## src/rtl/cmp_sweep_driver.sv

```systemverilog
// Sweeps every (row, col) select pair of a compare responder and collects the
// returned bits into a result vector. Pairs that never answer are flagged.
`timescale 1ns/1ps
module cmp_sweep_driver #(
    parameter int ROW_W   = 2,
    parameter int COL_W   = 2,
    parameter int TIMEOUT = 15,
    localparam int N      = 2**(ROW_W+COL_W)
) (
    input  logic             clk,
    input  logic             rst,
    input  logic             start,
    input  logic             abort,
    input  logic [N-1:0]     mask,
    output logic             req_valid,
    input  logic             req_ready,
    output logic [ROW_W-1:0] row_sel,
    output logic [COL_W-1:0] col_sel,
    input  logic             rsp_valid,
    input  logic             rsp_bit,
    output logic             busy,
    output logic             done,
    output logic             aborted,
    output logic [N-1:0]     result,
    output logic [N-1:0]     timeout_err
);
    localparam int IW = ROW_W + COL_W;

    typedef enum logic [1:0] {IDLE, ISSUE, WAIT, DONE} state_t;

    state_t        state_q, state_d;
    logic [IW-1:0] idx_q, idx_d;
    logic [7:0]    cnt_q, cnt_d;
    logic [N-1:0]  mask_q, mask_d;
    logic [N-1:0]  result_q, result_d;
    logic [N-1:0]  terr_q, terr_d;
    logic          aborted_q, aborted_d;
    logic          adv;
    logic          last;

    always_ff @(posedge clk) begin
        if (rst) begin
            state_q   <= IDLE;
            idx_q     <= '0;
            cnt_q     <= '0;
            mask_q    <= '0;
            result_q  <= '0;
            terr_q    <= '0;
            aborted_q <= 1'b0;
        end else begin
            state_q   <= state_d;
            idx_q     <= idx_d;
            cnt_q     <= cnt_d;
            mask_q    <= mask_d;
            result_q  <= result_d;
            terr_q    <= terr_d;
            aborted_q <= aborted_d;
        end
    end

    assign last = (idx_q == IW'(N-1));

    // Handshake: req_valid rises in ISSUE for an enabled pair and holds, with
    // stable selects, until the cycle where req_ready is also 1; that cycle is
    // the transfer. req_valid never depends combinationally on any input.
    always_comb begin
        state_d   = state_q;
        idx_d     = idx_q;
        cnt_d     = cnt_q;
        mask_d    = mask_q;
        result_d  = result_q;
        terr_d    = terr_q;
        aborted_d = 1'b0;
        adv       = 1'b0;
        req_valid = 1'b0;

        case (state_q)
            IDLE: begin
                if (start) begin
                    mask_d   = mask;
                    result_d = '0;
                    terr_d   = '0;
                    idx_d    = '0;
                    cnt_d    = '0;
                    state_d  = ISSUE;
                end
            end
            ISSUE: begin
                req_valid = mask_q[idx_q];
                if (abort) begin
                    state_d   = IDLE;
                    aborted_d = 1'b1;
                end else if (!mask_q[idx_q]) begin
                    result_d[idx_q] = 1'b0;
                    adv             = 1'b1;
                end else if (req_ready) begin
                    cnt_d   = '0;
                    state_d = WAIT;
                end
            end
            WAIT: begin
                cnt_d = cnt_q + 8'd1;
                if (abort) begin
                    state_d   = IDLE;
                    aborted_d = 1'b1;
                end else if (rsp_valid) begin
                    // A response on the final allowed cycle still wins.
                    result_d[idx_q] = rsp_bit;
                    adv             = 1'b1;
                end else if (cnt_q == 8'(TIMEOUT-1)) begin
                    result_d[idx_q] = 1'b0;
                    terr_d[idx_q]   = 1'b1;
                    adv             = 1'b1;
                end
            end
            DONE: begin
                aborted_d = abort;
                state_d   = IDLE;
            end
            default: state_d = IDLE;
        endcase

        if (adv) begin
            cnt_d = '0;
            if (last) begin
                state_d = DONE;
            end else begin
                idx_d   = idx_q + IW'(1);
                state_d = ISSUE;
            end
        end
    end

    assign busy        = (state_q != IDLE);
    assign done        = (state_q == DONE);
    assign aborted     = aborted_q;
    assign row_sel     = idx_q[IW-1:COL_W];
    assign col_sel     = idx_q[COL_W-1:0];
    assign result      = result_q;
    assign timeout_err = terr_q;

endmodule
```

## config.mk

```make
export PLATFORM = sky130hd
export DESIGN_NAME = cmp_sweep_driver
export DESIGN_NICKNAME = d
export VERILOG_FILES = /design/src/rtl/cmp_sweep_driver.sv
export SDC_FILE = /design/constraint.sdc
export NUM_CORES = 1
export LEC_CHECK = 0
export BUFFER_PORTS_ARGS = -buffer_cell sky130_fd_sc_hd__clkbuf_2
export CAP_MARGIN = 20
export CORE_MARGIN = 2
export CORE_UTILIZATION = 59
export DETAILED_ROUTE_END_ITERATION = 8
export GPL_TIMING_DRIVEN = 1
export PLACE_DENSITY = 0.84
export SYNTH_ARGS = -nofsm -noshare
export SYNTH_HDL_FRONTEND = slang
export SYNTH_SLANG_ARGS = --single-unit
```

## constraint.sdc

```tcl
create_clock -name clk -period 4.61 [get_ports clk]
set_input_delay 0.2305 -clock clk [delete_from_list [all_inputs] [get_ports clk]]
set_output_delay 0.2305 -clock clk [all_outputs]
set_load 0.03 [all_outputs]
```

## After elaboration in Yosys (flattened, before gate mapping)

Cells that the tools add are included.

- Register bits: 63
- Input port bits: 23
- Output and inout port bits: 40
- Word-level logic and storage cells: 86

- $add $sub $neg: 2
- Order comparisons: 2
- Equality and inequality tests: 18
- Multiplexer cells: 42
- Bitwise gates (word level): 3
- Reduce and logical (&&, ||, !) cells: 12

Operators by type and width:

| kind | number |
|---|---|
| 16-bit 2-to-1 mux | 9 |
| 16-bit case mux with 3 select lines | 1 |
| 8-bit 2-to-1 mux | 4 |
| 16-bit case mux with 2 select lines | 1 |
| 8-bit case mux with 3 select lines | 1 |
| 16-bit bitwise AND | 1 |
| 16-bit bitwise mux | 1 |
| 4-bit 2-to-1 mux | 4 |
| 2-bit inequality test, second input constant | 8 |
| 16-bit NOT | 1 |
| 16-bit bitwise OR | 1 |
| 2-bit 2-to-1 mux | 7 |
| 5-bit AND reduction | 2 |
| 1-bit 2-to-1 mux | 9 |
| 3-bit inequality test, second input constant | 3 |
| 8-bit by 1-bit adder with 8-bit output, second input constant | 1 |
| 8-bit by 4-bit == test with 1-bit output, second input constant | 1 |
| 4-bit inequality test, second input constant | 2 |
| 2-bit case mux with 4 select lines | 1 |
| 6-bit AND reduction | 1 |
| 4-bit by 5-bit less-than comparator with 1-bit output, second input constant | 1 |
| 4-bit by 1-bit adder with 4-bit output, second input constant | 1 |
| 1-bit binary-select mux with 4-bit select | 1 |
| 1-bit demux with 4-bit select | 1 |
| other kinds (12) | 16 |

## Depth between registers and ports, before layout

Gate-level depths: netlist (run 1).

- Depth after elaboration: 10
- Gate-level depth with buffers: 10

## Least setup slack after synthesis (run 1)

OpenSTA, ideal clock, no wires.

- Path type: register to register
- Start: register idx_q[1]
- End: register idx_q[0]
- Library setup time: 0.123 ns
- Data arrival time: 2.266 ns
- Data required time: 4.487 ns
- Path slack: 2.221 ns
- Stages on the path, launching flop included: 8
- Path buffers: 1
- Clock period less this slack: 2.389 ns
- Path through: dfxtp_1 -> buf_6 -> mux4_2 -> o22ai_2 -> o22ai_4 -> o32a_2 -> a21oi_4 -> mux2_1

- Word-level cells in the longest chain between the ends: 6

Ends and longest elaborated chain:

| what | RTL line | RTL |
|---|---|---|
| start: declaration | 32 | `logic [IW-1:0] idx_q, idx_d;` |
| start signal: assignment | 52 | `idx_q <= idx_d;` |
| 1-bit binary-select mux with 4-bit select | 93 | `end else if (!mask_q[idx_q]) begin` |
| 1-bit 2-to-1 mux (implied by the code) | 93 |  |
| 1-bit 2-to-1 mux | 93 |  |
| 1-bit 2-to-1 mux | 90 | `if (abort) begin` |
| 1-bit case mux with 2 select lines | 77 | `case (state_q)` |
| 4-bit 2-to-1 mux * | 123 | `if (adv) begin` |

Mark *: on every way between the ends. The rest lies on a longest branch, timed or not. The select of a mux whose other input is x is not followed.
A chain may end at the register's enable or synchronous reset.

## Final worst setup path (run 1)

- Start: register state_q[0]
- End: register result_q[10], in the netlist result[10]

- Word-level cells in the longest chain between the ends: 3

Ends and longest elaborated chain:

| what | RTL line | RTL |
|---|---|---|
| start: declaration | 31 | `state_t state_q, state_d;` |
| start signal: assignment | 51 | `state_q <= state_d;` |
| 2-bit == test (tied with other cells) | 77 |  |
| 3-bit inequality test (no line) (tied with other cells) | n/a |  |
| 6-bit AND reduction (no line) | n/a |  |
| end signal: assignment | 55 | `result_q <= result_d;` |
| end: declaration | 35 | `logic [N-1:0] result_q, result_d;` |

Parallel ways exist; a longest one is shown, timed or not.

==> impl_summary.md, run 1 <==
CTS
TritonCTS built the clock tree. The hold-fix buffer count after cts is 0. The clock slew at the register clock pins of the worst setup and hold paths is 0.07 ns.

The quantity of gates resized following cts is 0. The clock insertion delay at the later pin of the skew report is roughly 0.35 ns. The maximum root-to-sink buffer count is 2. Post-CTS timing repair inserted 0 buffers for setup. The cell sitting at the root of the clock tree is a sky130_fd_sc_hd__clkbuf_8. The number of buffers added by the clock tree synthesis step is 9.

CTS saw 63 sinks. CTS built an H-tree with a depth of 3.

STA
Setup violations remaining at the end of the flow were counted as 0. The count of final max-slew check failures is 0. Timing would allow up to 0.359 GHz. The final critical delay including setup and external delays is 2.79 ns. Between clock sinks in the finished design, the worst skew comes to 0.00882 ns. On the final layout, the worst hold slack is between 0.1 and 0.15 ns. The number of hold-slack violations in the final timing report is 0. Setup repair after global routing left no endpoint under its margin. For the pin with the worst max-slew slack, the measured transition is about 0.99 ns. The headroom to the max-slew limit is between 30% and 40%. The post-route clock period utilization is 60.4%.

Adding up every negative setup slack in the final design gives 0 ns.

Detailed routing
The iteration-0 DRC count of the detailed router is ~400. The routed length per placed instance is 14.8 um. The number of antenna-violating nets in the routed design is 0. For this run, design rule violations remaining after detail routing come to 0.

The overall via count from detail_route is between 3k and 4k. Before antenna repair, the detailed router went through 5 iterations. The sum of routed wire length over all layers is just under 8000 um. Using the TritonRoute via totals, the vias-per-cell ratio works out to 6.04.

Die
The die area is ~0.0061 sq mm. The core region area is 0.00520 sq mm. For this configuration, the core starts out at a cell density of 62.0%. The die is about 80 um tall. The floorplan has 26 rows. The die is 78.0 um wide.

The I/O pin count is 63.

Synth
Counting distinct cell types in the post-synthesis netlist gives roughly 50. The post-synthesis sequential element count is 63. For this run, asynchronously set or reset flops after synthesis account for 0%. The mean post-synth cell area is 7.76 sq um.

The share of the yosys chip area belonging to registers is 39.1%. The number of nets handed over by synthesis was 450. The synthesized netlist cell count is 416. The most used flip-flop cell after synthesis is sky130_fd_sc_hd__dfxtp_1. The number of flops mapped to enable cells by yosys is 0. The synthesized netlist occupies a cell area of 0.00323 sq mm. The number of warnings reported in the yosys synthesis log is 0.

Finish
The net count of the finished layout is 491. The repair_antennas step left the layout with diodes totalling 0. Cells with a size suffix above 1 make up 19.7% of the layout. Counting the fill cells in the layout gives 441. In the layout the commonest cells are sky130_fd_sc_hd__nand2_1, sky130_fd_sc_hd__dfxtp_1, sky130_fd_sc_hd__clkbuf_2. The library cell used most frequently in the layout, excluding fill and tap cells, is sky130_fd_sc_hd__nand2_1. In the final layout, the multi-input gates occupy between 0.0015 and 0.002 sq mm. The layout overhead on the synthesized area is 14.6%. The sequential cells in the finished layout cover a total of approximately 0.0013 sq mm. The final core utilization is around 70%.

GRT
The via count of the first global-routing pass is just under 3k. Global routing used approximately 27% of the available tracks across all layers. The largest net degree at the start of global routing is 45.

The initial antenna violation count is 0. The leftover overflow at the end of global routing is 0. The global-route wire length before repair is 13300 um.

Power
The worst-case IR drop observed on VDD is 0.241 mV. Summing internal, switching and leakage power gives 0.00144 W. The standby leakage power is 1.52 nW. Dividing total power by cell area gives a power density of 389 mW/mm^2.

Critical path
Of all nets on the critical path, the largest fanout is 17. STA classifies the critical path endpoint as a flop. The worst setup path is launched from a flop. At the worst endpoint, the required time is 4.87 ns. The critical path arrival is approximately 3 ns.

By startpoint and endpoint, the worst setup path is classified as flop to flop.

Hold path
In this run the worst hold path is classified as input pin to flop.

Run
Max-cap violations in this run came to 0.

Outcome
The flow ran to the end, and the final reports show no timing, DRC or antenna violations.

Placed design
At the end of routability-driven placement, the weighted congestion stood at 0.868. Summed over all nets, the half-perimeter wirelength after detailed placement is 5270 um. In this run the tool buffered the top-level ports with 62 buffer cells.
[per-layer routing]
layer	wire length, um	GRT usage [%]
met2	3770	44.1
met3	649	7.56
met1	3320	34.0
met5	0	0
met4	112	9.82
[metrics by stage]
step,setup slack [ns],cells,cell area [sq um]
2_1_floorplan,2.22,416,3230
3_3_place_gp,2.01,516,3490
3_5_place_dp,1.95,516,3490
4_1_cts,1.91,531,3700
5_1_grt,1.65,531,3700
6_report,1.82,531,3700
[worst max-delay path: stages, from the launching register on]
cell                      delay [ns]
sky130_fd_sc_hd__dfxtp_1        0.33
sky130_fd_sc_hd__inv_1          0.12
sky130_fd_sc_hd__ha_1           0.52
sky130_fd_sc_hd__inv_2          0.19
sky130_fd_sc_hd__nand2_1        0.50
sky130_fd_sc_hd__a221o_1        0.33
sky130_fd_sc_hd__a21o_1         0.45
sky130_fd_sc_hd__nand2_1        0.13
sky130_fd_sc_hd__a21oi_1        0.13
[path summary, 6_finish.rpt]
kind,from,endpoint,slack [ns],cells after the start
worst max-delay path,state_q[0]$_SDFFE_PP0P_,result[10]$_SDFFE_PP0P_,1.82,8
worst min-delay path,mask[11],mask_q[11]$_SDFFE_PP0P_,0.10,3
worst max register to register,state_q[0]$_SDFFE_PP0P_,result[10]$_SDFFE_PP0P_,1.82,8
worst min register to register,mask_q[11]$_SDFFE_PP0P_,mask_q[11]$_SDFFE_PP0P_,0.46,2
[power by group]
part | internal (W) | total (W) | switching, W | leakage, nW
registers | 0.000568 | 0.000583 | 0.0000145 | 0.510
clock network | 0.000314 | 0.000522 | 0.000208 | 0.109
logic | 0.0000910 | 0.000334 | 0.000243 | 0.898
[area by class of cell]
class	count	share of cell area [%]
flip-flops and latches	63	34.1
well taps	70	2.37
clock inverters	4	1.89
multi-input cells	312	48.5
inverters	9	0.913
repair buffers	62	8.39
clock buffers	11	3.82
[synthesized netlist by cell type (3+ instances only)]
cell type | count | area, sq um
sky130_fd_sc_hd__dfxtp_1 | 63 | 1260
sky130_fd_sc_hd__nor3_1 | 3 | 15.0
sky130_fd_sc_hd__ha_1 | 11 | 138
sky130_fd_sc_hd__inv_1 | 8 | 30.0
sky130_fd_sc_hd__o21ai_0 | 7 | 35.0
sky130_fd_sc_hd__a21oi_1 | 39 | 195
sky130_fd_sc_hd__nand4b_1 | 5 | 43.8
sky130_fd_sc_hd__nand2b_1 | 3 | 18.8
sky130_fd_sc_hd__clkbuf_1 | 26 | 97.6
sky130_fd_sc_hd__nor2_1 | 30 | 113
sky130_fd_sc_hd__mux4_2 | 3 | 67.6
sky130_fd_sc_hd__and2_1 | 3 | 18.8
sky130_fd_sc_hd__nand3_1 | 56 | 280
sky130_fd_sc_hd__a31oi_1 | 18 | 113
sky130_fd_sc_hd__nand2_1 | 87 | 327
sky130_fd_sc_hd__nand3b_1 | 3 | 22.5
sky130_fd_sc_hd__and3_1 | 5 | 31.3
[state kept, by name, indices dropped and copies added (netlist names)]
signal and cells:
mask_q 16, result 16, timeout_err 16, cnt_q 8, idx_q 4, state_q 2, aborted 1
[cell families after synthesis]
kind of cell / share of synthesized area, %
flops: 39.1
compound gates: 18.1
simple gates: 29.1
mux: 4.15
buf+inv: 5.31
fa+ha+maj: 4.27
(Power assumes the default switching activity.)
==> inputs of run 2 (changes only) <==
--- a/config.mk
+++ b/config.mk
@@ -8,10 +8,10 @@
 export BUFFER_PORTS_ARGS = -buffer_cell sky130_fd_sc_hd__clkbuf_2
 export CAP_MARGIN = 20
 export CORE_MARGIN = 2
-export CORE_UTILIZATION = 59
+export CORE_UTILIZATION = 50
 export DETAILED_ROUTE_END_ITERATION = 8
 export GPL_TIMING_DRIVEN = 1
-export PLACE_DENSITY = 0.84
+export PLACE_DENSITY = 0.76
 export SYNTH_ARGS = -nofsm -noshare
 export SYNTH_HDL_FRONTEND = slang
 export SYNTH_SLANG_ARGS = --single-unit
==> constraint.sdc (replaced) <==
create_clock -name clk -period 2.4 [get_ports clk]
set_input_delay 0.12 -clock clk [delete_from_list [all_inputs] [get_ports clk]]
set_output_delay 0.12 -clock clk [all_outputs]
set_load 0.03 [all_outputs]
==> run 2 against run 1 <==
  * Clock skew up 0.0027 ns
  * Total power rose by 93%
  * First-iteration DRC count down 28%
  * Cell count rose by 7.0%
  * Sequential share of layout area shrank 2.2 points
  * Critical path depth is the same
  * Register-to-register slack lost 1.7 ns
  * Critical path type unchanged
  * Largest power group unchanged
  * Highest routed layer unchanged
==> impl_summary.md, run 2 (synthesis gave the netlist of run 1 again) <==
Die
The I/O pin count was 63 (unchanged). The die area came to 0.00711 sq mm (was 0.00608 sq mm). The total number of placement rows was 29 (was 26). The width of the die came to 84.3 um (was 78.0 um). The core region area was 0.00628 sq mm (was 0.00520 sq mm). The starting density of the core is 51.4% (was 62.0%). The die height is 84.3 um (was 78.0 um).

Hold path
The worst hold path class is input pin to flop (unchanged). The number of cells traversed by the worst hold path is 3 (unchanged).

GRT
The leftover overflow at the end of global routing is 0 (unchanged). The via count of the first global-routing pass was 3047 (was 2928). The global routing usage summed across all routing layers came to 23.6% (was 27.0%).

The global-route wire length before repair is 13800 um (was 13300 um). The largest net degree at the start of global routing is 30 (was 45). The initial antenna violation count is 0 (unchanged).

STA
The headroom to the max-slew limit is 60.5% (was 33.8%). The transition time of the tightest slew-check pin is 0.592 ns (was 0.991 ns). The setup violation total in the final timing report is 0 (unchanged).

The count of final max-slew check failures was 0 (unchanged). The number of hold-slack violations in the final timing report came to 0 (unchanged). The post-route clock period utilization came to 94.8% (was 60.4%). The maximum frequency from static timing analysis came to 0.440 GHz (was 0.359 GHz). RSZ-0062 raised after global routing: no (unchanged).

The final sum of negative setup slack came to 0 ns (unchanged). The final critical delay including setup and external delays is 2.27 ns (was 2.79 ns). The clock skew came to 0.0115 ns (was 0.00882 ns).

Placed design
The number of buffers added on ports is 62 (unchanged). The routability congestion estimate from global placement is 0.946 (was 0.868). The HPWL after detailed placement was 5510 um (was 5270 um). The placed instance area came to 0.00363 sq mm (was 0.00349 sq mm).

Finish
Most frequent cells in the layout: sky130_fd_sc_hd__nand2_1, sky130_fd_sc_hd__dfxtp_1, sky130_fd_sc_hd__clkbuf_2 (unchanged). The layout overhead on the synthesized area was 22.6% (was 14.6%). The final net count is 520 (was 491). The number of antenna cells inserted is 0 (unchanged).

The final instance area was 0.00396 sq mm (was 0.00370 sq mm). The final core utilization is 63.0% (was 71.1%). The leading cell type in the layout, fill and taps excluded is sky130_fd_sc_hd__nand2_1 (unchanged).

The proportion of layout cells with a drive suffix above 1 came to 22.6% (was 19.7%).

Power
The total power density per cell area is 700 mW/mm^2 (was 389 mW/mm^2). The net switching power is 0.000956 W (was 0.000465 W). The cell-internal power is 0.00182 W (was 0.000973 W). The maximum ir drop on the vdd rail is 0.489 mV (was 0.241 mV).

The clock group share of total power came to 33.2% (was 36.3%). The standby leakage power is 1.64 nW (was 1.52 nW). The sequential fraction of design power is 40.5% (about the same).

The proportion of power drawn by combinational gates is 26.3% (was 23.2%). The net switching fraction of the power is 34.5% (was 32.3%).

Critical path
The nature of the critical path endpoint is a flop (unchanged). The critical path arrival is 2.50 ns (was 3.04 ns). The worst-case register-to-register setup slack was 0.13 ns (was 1.82 ns). The depth of the worst register-to-register path is 8 (unchanged). Series of cell instances along the critical path: inv_1, ha_1, and2b_1, or2_1, or4_1, nand2_2, mux2i_1, nor2_1 (was inv_1, ha_1, inv_2, nand2_1, a221o_1, a21o_1, nand2_1, a21oi_1). The classification of the worst setup path is flop to flop (unchanged). The number of buffers and inverters on the critical path came to 1 (was 2). The launch instance of the worst register-to-register path is state_q[0]$_SDFFE_PP0P_ (unchanged).

The type of element launching the critical path is a flop (unchanged). The kind of cell adding the most delay to the critical path is simple AND/OR/NAND/NOR gates (was compound AO/OA/AOI/OAI gates). The peak fanout along the critical path came to 7 (was 17).

The destination of the critical timing path was cnt_q[0]$_SDFFE_PP0P_ (was result[10]$_SDFFE_PP0P_). The launch point of the worst path is state_q[0]$_SDFFE_PP0P_ (unchanged). The cell with the biggest individual delay on the critical path is sky130_fd_sc_hd__or4_1 (was sky130_fd_sc_hd__ha_1). The cell depth of the worst setup path is 8 (unchanged). The maximum cell stage delay along the critical path is 0.47 ns (was 0.52 ns). The critical path required time is 2.63 ns (was 4.87 ns). The reg-to-reg critical path endpoint is cnt_q[0]$_SDFFE_PP0P_ (was result[10]$_SDFFE_PP0P_).

Detailed routing
The number of antenna-violating nets in the routed design is 0 (unchanged). The mean number of vias per cell is 5.68 (was 6.04). The iteration-0 DRC count of the detailed router is 291 (was 404).

The overall via count from detail_route came to 3227 (was 3207). The topmost layer with routed signal wires is met4 (unchanged). The met2 wire length came to 3830 um (was 3770 um). The DRC violation count after routing was 0 (unchanged). The met1 wire length is 3740 um (was 3320 um). The number of search-and-repair iterations in the first detailed-routing pass is 5 (unchanged). The routed length per placed instance was 14.4 um (was 14.8 um). The detailed-routed wire length on met3 is 481 um (was 649 um). The sum of routed wire length over all layers was 8160 um (was 7860 um).

CTS
The maximum root-to-sink buffer count is 2 (unchanged). The clock sink count is 63 (unchanged). The cell chosen for the clock root was sky130_fd_sc_hd__clkbuf_8 (unchanged).

The number of buffers inserted by post-CTS setup repair is 0 (unchanged). The TritonCTS clock tree is built (unchanged). The clock slew at the register clock pins of the worst setup and hold paths is 0.08 ns (was 0.07 ns).

The number of buffers added by the clock tree synthesis step is 9 (unchanged). The level count of the clock H-tree is 3 (unchanged). The clock insertion delay at the later pin of the skew report was 0.35 ns (about the same).

Run
The max-cap check violation count is 0 (unchanged).

Outcome
Outcome: completed (unchanged).
==> run 2: through the flow <==
step	hold slack (ns)	std cells	setup slack (ns)	power, W
2_1_floorplan	0.256	416	0.0111	0.00164
3_3_place_gp	0.342	539	0.148	0.00184
3_5_place_dp	0.350	539	0.0887	0.00185
4_1_cts	0.0000721	568	0.0644	0.00278
5_1_grt	0.0107	568	0.0346	0.00291
6_report	0.0134	568	0.125	0.00277
==> run 2: metal layers <==
layer	track usage, %	vias to the layer above
met5	0	-
met1	30.9	1513
met3	4.82	11
li1	-	1597
met4	8.95	0
met2	38.4	106
==> run 2: worst min path at each step <==
| stage | from | to | slack, ns |
|---|---|---|---|
| after floorplan | mask[0] | mask_q[0]$_SDFFE_PP0P_ | 0.26 |
| after global placement | mask[11] | mask_q[11]$_SDFFE_PP0P_ | 0.34 |
| after detailed placement | mask[8] | mask_q[8]$_SDFFE_PP0P_ | 0.35 |
| after CTS | mask[0] | mask_q[0]$_SDFFE_PP0P_ | 0.00007 |
| after global routing | mask[4] | mask_q[4]$_SDFFE_PP0P_ | 0.01 |
| final | mask[0] | mask_q[0]$_SDFFE_PP0P_ | 0.01 |
==> run 2: worst reg2reg max path, cell delays in order (launching register included) <==
cell	delay, ns
sky130_fd_sc_hd__dfxtp_1	0.38
sky130_fd_sc_hd__inv_1	0.11
sky130_fd_sc_hd__ha_1	0.27
sky130_fd_sc_hd__and2b_1	0.19
sky130_fd_sc_hd__or2_1	0.30
sky130_fd_sc_hd__or4_1	0.47
sky130_fd_sc_hd__nand2_2	0.18
sky130_fd_sc_hd__mux2i_1	0.21
sky130_fd_sc_hd__nor2_1	0.05
==> run 2: power by group through the flow <==
| stage | combinational [W] | clock, W | sequential (W) |
|---|---|---|---|
| 6_report | 0.000729 | 0.000921 | 0.00112 |
| 5_1_grt | 0.000792 | 0.000993 | 0.00113 |
| 4_1_cts | 0.000721 | 0.000939 | 0.00112 |
| 3_5_place_dp | 0.000700 | 0 | 0.00115 |
| 3_3_place_gp | 0.000694 | 0 | 0.00114 |
| 2_1_floorplan | 0.000492 | 0 | 0.00115 |
==> run 2: what timing repair did <==
item / in CTS / in global routing
endpoints found under the hold margin: 13 / 0
hold buffers: 13 / 0
endpoints found under the setup margin: 0 / 15
gates resized for setup: 0 / 2
==> run 2: area by class of cell <==
| class | count | area (sq um) |
|---|---|---|
| multi-input combinational | 312 | 1800 |
| clock inverter | 7 | 72.6 |
| fill | 572 | 2320 |
| clock buffer | 9 | 124 |
| tap | 77 | 96.3 |
| timing repair buffer | 91 | 573 |
| sequential | 63 | 1260 |
| inverter | 9 | 33.8 |
==> inputs of run 3 (changes only) <==
--- a/config.mk
+++ b/config.mk
@@ -7,11 +7,13 @@
 export LEC_CHECK = 0
 export BUFFER_PORTS_ARGS = -buffer_cell sky130_fd_sc_hd__clkbuf_2
 export CAP_MARGIN = 20
+export CELL_PAD_IN_SITES_DETAIL_PLACEMENT = 1
+export CELL_PAD_IN_SITES_GLOBAL_PLACEMENT = 1
 export CORE_MARGIN = 2
-export CORE_UTILIZATION = 50
+export CORE_UTILIZATION = 36
 export DETAILED_ROUTE_END_ITERATION = 8
 export GPL_TIMING_DRIVEN = 1
-export PLACE_DENSITY = 0.76
+export PLACE_DENSITY_LB_ADDON = 0.1
 export SYNTH_ARGS = -nofsm -noshare
 export SYNTH_HDL_FRONTEND = slang
 export SYNTH_SLANG_ARGS = --single-unit
==> run 3 against run 2 <==
  * Clock skew is 0.00060 ns higher
  * First-iteration DRC count is 70% lower
  * Via count is 0.15% lower
  * Sequential share of layout area is 0.36 points lower
  * Sequential cell count stayed put
  * Critical path depth stayed put
  * Sequential power hardly changed
  * Register-to-register slack better by 0.04 ns
  * Global-route usage is 2.8 points lower
  * Clock power is 7.5% lower
==> impl_summary.md, run 3 (synthesis gave the netlist of run 1 again) <==
Die
The starting density of the core is 37.0% (was 51.4%). The die height is 98.7 um (was 84.3 um). The I/O pin count came to 63 (unchanged).

The core region area is 0.00872 sq mm (was 0.00628 sq mm). The width of the die is 98.7 um (was 84.3 um). The die area is 0.00974 sq mm (was 0.00711 sq mm). The total number of placement rows is 34 (was 29).

Detailed routing
The overall via count from detail_route is 3222 (was 3227). The routed length per placed instance is 15.8 um (was 14.4 um). The number of search-and-repair iterations in the first detailed-routing pass was 4 (was 5). The mean number of vias per cell is 5.34 (was 5.68). The DRC violation count after routing came to 0 (unchanged). The number of antenna-violating nets in the routed design came to 0 (unchanged). The sum of routed wire length over all layers was 9550 um (was 8160 um).

The iteration-0 DRC count of the detailed router is 87 (was 291).

Placed design
The number of buffers added on ports was 62 (unchanged). The routability congestion estimate from global placement is 0.791 (was 0.946). The number of cells after detailed placement is 575 (was 539). The HPWL after detailed placement is 6780 um (was 5510 um).

STA
RSZ-0062 raised after global routing: no (unchanged). The count of final max-slew check failures is 0 (unchanged). The setup violation total in the final timing report came to 0 (unchanged). The worst-case hold slack is 0.00874 ns (was 0.0134 ns). The final critical delay including setup and external delays is 2.23 ns (was 2.27 ns).

The headroom to the max-slew limit is 59.1% (was 60.5%). The final sum of negative setup slack is 0 ns (unchanged). The transition time of the tightest slew-check pin came to 0.612 ns (was 0.592 ns). The post-route clock period utilization is 93.0% (was 94.8%). The maximum frequency from static timing analysis was 0.448 GHz (was 0.440 GHz). The number of hold-slack violations in the final timing report is 0 (unchanged).

The clock skew is 0.0121 ns (was 0.0115 ns).

Finish
The proportion of layout cells with a drive suffix above 1 is 23.2% (was 22.6%). The footprint of the flip-flops and latches is 0.00126 sq mm (unchanged). Most frequent cells in the layout: sky130_fd_sc_hd__nand2_1, sky130_fd_sc_hd__dfxtp_1, sky130_fd_sc_hd__clkbuf_2 (unchanged). The filler-free cell count of the finished design is 603 (was 568). The number of antenna cells inserted is 0 (unchanged).

The multi-input combinational cell area is 0.00180 sq mm (unchanged). The number of fill cells came to 1066 (was 572). The layout overhead on the synthesized area is 24.0% (was 22.6%). The final net count is 524 (was 520). The leading cell type in the layout, fill and taps excluded was sky130_fd_sc_hd__nand2_1 (unchanged).

Outcome
Outcome: completed (unchanged).

GRT
The initial antenna violation count is 0 (unchanged). The largest net degree at the start of global routing is 25 (was 30). The global routing usage summed across all routing layers is 20.7% (was 23.6%).

The leftover overflow at the end of global routing came to 0 (unchanged). The global-route wire length before repair was 16500 um (was 13800 um). The via count of the first global-routing pass came to 3215 (was 3047).

CTS
The TritonCTS clock tree is built (unchanged). The number of buffers added by the clock tree synthesis step is 9 (unchanged). The clock sink count is 63 (unchanged). The clock insertion delay at the later pin of the skew report came to 0.34 ns (was 0.35 ns).

The cell chosen for the clock root is sky130_fd_sc_hd__clkbuf_8 (unchanged). The maximum root-to-sink buffer count is 2 (unchanged). The clock slew at the register clock pins of the worst setup and hold paths is 0.08 ns (about the same). The level count of the clock H-tree is 3 (unchanged).

Power
The standby leakage power was 1.65 nW (was 1.64 nW). The cell-internal power is 0.00175 W (was 0.00182 W). The net switching fraction of the power came to 36.1% (was 34.5%). The maximum ir drop on the vdd rail is 0.264 mV (was 0.489 mV). The clock group share of total power was 31.0% (was 33.2%). The total power density per cell area came to 686 mW/mm^2 (was 700 mW/mm^2). The proportion of power drawn by combinational gates is 28.2% (was 26.3%). The net switching power is 0.000993 W (was 0.000956 W).

The sequential fraction of design power is 40.8% (was 40.5%).

Critical path
The critical path required time is 2.63 ns (about the same). The classification of the worst setup path is flop to flop (unchanged). The type of element launching the critical path is a flop (unchanged). The peak fanout along the critical path came to 7 (unchanged). The critical path arrival came to 2.46 ns (was 2.50 ns). The nature of the critical path endpoint is a flop (unchanged).

Hold path
The worst hold path class is input pin to flop (unchanged).

Run
The max-cap check violation count was 0 (unchanged).
## run 3: routing by layer
layer	routed length (um)	vias to the layer above	GRT usage (%)	share of wire, %
li1	-	1610	-	-
met1	4700	1539	28.8	49
met2	4390	63	33.4	46
met3	345	10	3.83	3.6
met4	116	0	5.16	1.2
met5	0	-	0	0
## run 3: cell type report
cell class              instances  area share, %
multi-input cells             312           44.9
flip-flops and latches         63           31.5
repair buffers                 95           15.0
clock buffers                  11           3.53
well taps                     108           3.38
clock inverters                 5          0.844
inverters                       9          0.844
## run 3: power groups by stage
stage	registers, W	logic [W]	clock network [W]
floorplan	0.00115	0.000492	0
global placement	0.00115	0.000749	0
detailed placement	0.00115	0.000756	0
CTS	0.00112	0.000774	0.000871
global route	0.00113	0.000857	0.000929
finish	0.00112	0.000774	0.000852
## run 3: path summary, 6_finish.rpt
path                                           endpoint  slack (ns)  cells past startpoint               startpoint
worst max register to register    cnt_q[0]$_SDFFE_PP0P_        0.17                      8  state_q[0]$_SDFFE_PP0P_
worst min-delay path            mask_q[12]$_SDFFE_PP0P_       0.009                      3                 mask[12]
worst min register to register  mask_q[12]$_SDFFE_PP0P_        0.46                      2  mask_q[12]$_SDFFE_PP0P_
worst max-delay path              cnt_q[0]$_SDFFE_PP0P_        0.17                      8  state_q[0]$_SDFFE_PP0P_
## run 3: what timing repair did
action,CTS,global route
hold endpoints to repair,12,0
buffers inserted,0,0
gates resized for setup,0,2
hold buffers,12,0
setup endpoints to repair,0,24
## run 3: worst max-delay path, stage by stage (launching register included)
cell and delay [ns]:
sky130_fd_sc_hd__dfxtp_1 0.38, sky130_fd_sc_hd__inv_1 0.11, sky130_fd_sc_hd__ha_1 0.22, sky130_fd_sc_hd__and2b_1 0.17, sky130_fd_sc_hd__or2_1 0.30, sky130_fd_sc_hd__or4_1 0.49
sky130_fd_sc_hd__nand2_2 0.19, sky130_fd_sc_hd__mux2i_1 0.20, sky130_fd_sc_hd__nor2_1 0.05
## run 3: stage by stage
stage | setup WS, ns | util [%] | area (sq um) | total power (W)
after CTS | 0.0255 | 45.9 | 4000 | 0.00277
after detailed placement | 0.0527 | 42.5 | 3700 | 0.00190
final | 0.168 | 45.9 | 4000 | 0.00275
after floorplan | 0.0111 | - | 3230 | 0.00164
after global routing | 0.0285 | 45.9 | 4000 | 0.00291
after global placement | 0.148 | 42.5 | 3700 | 0.00190
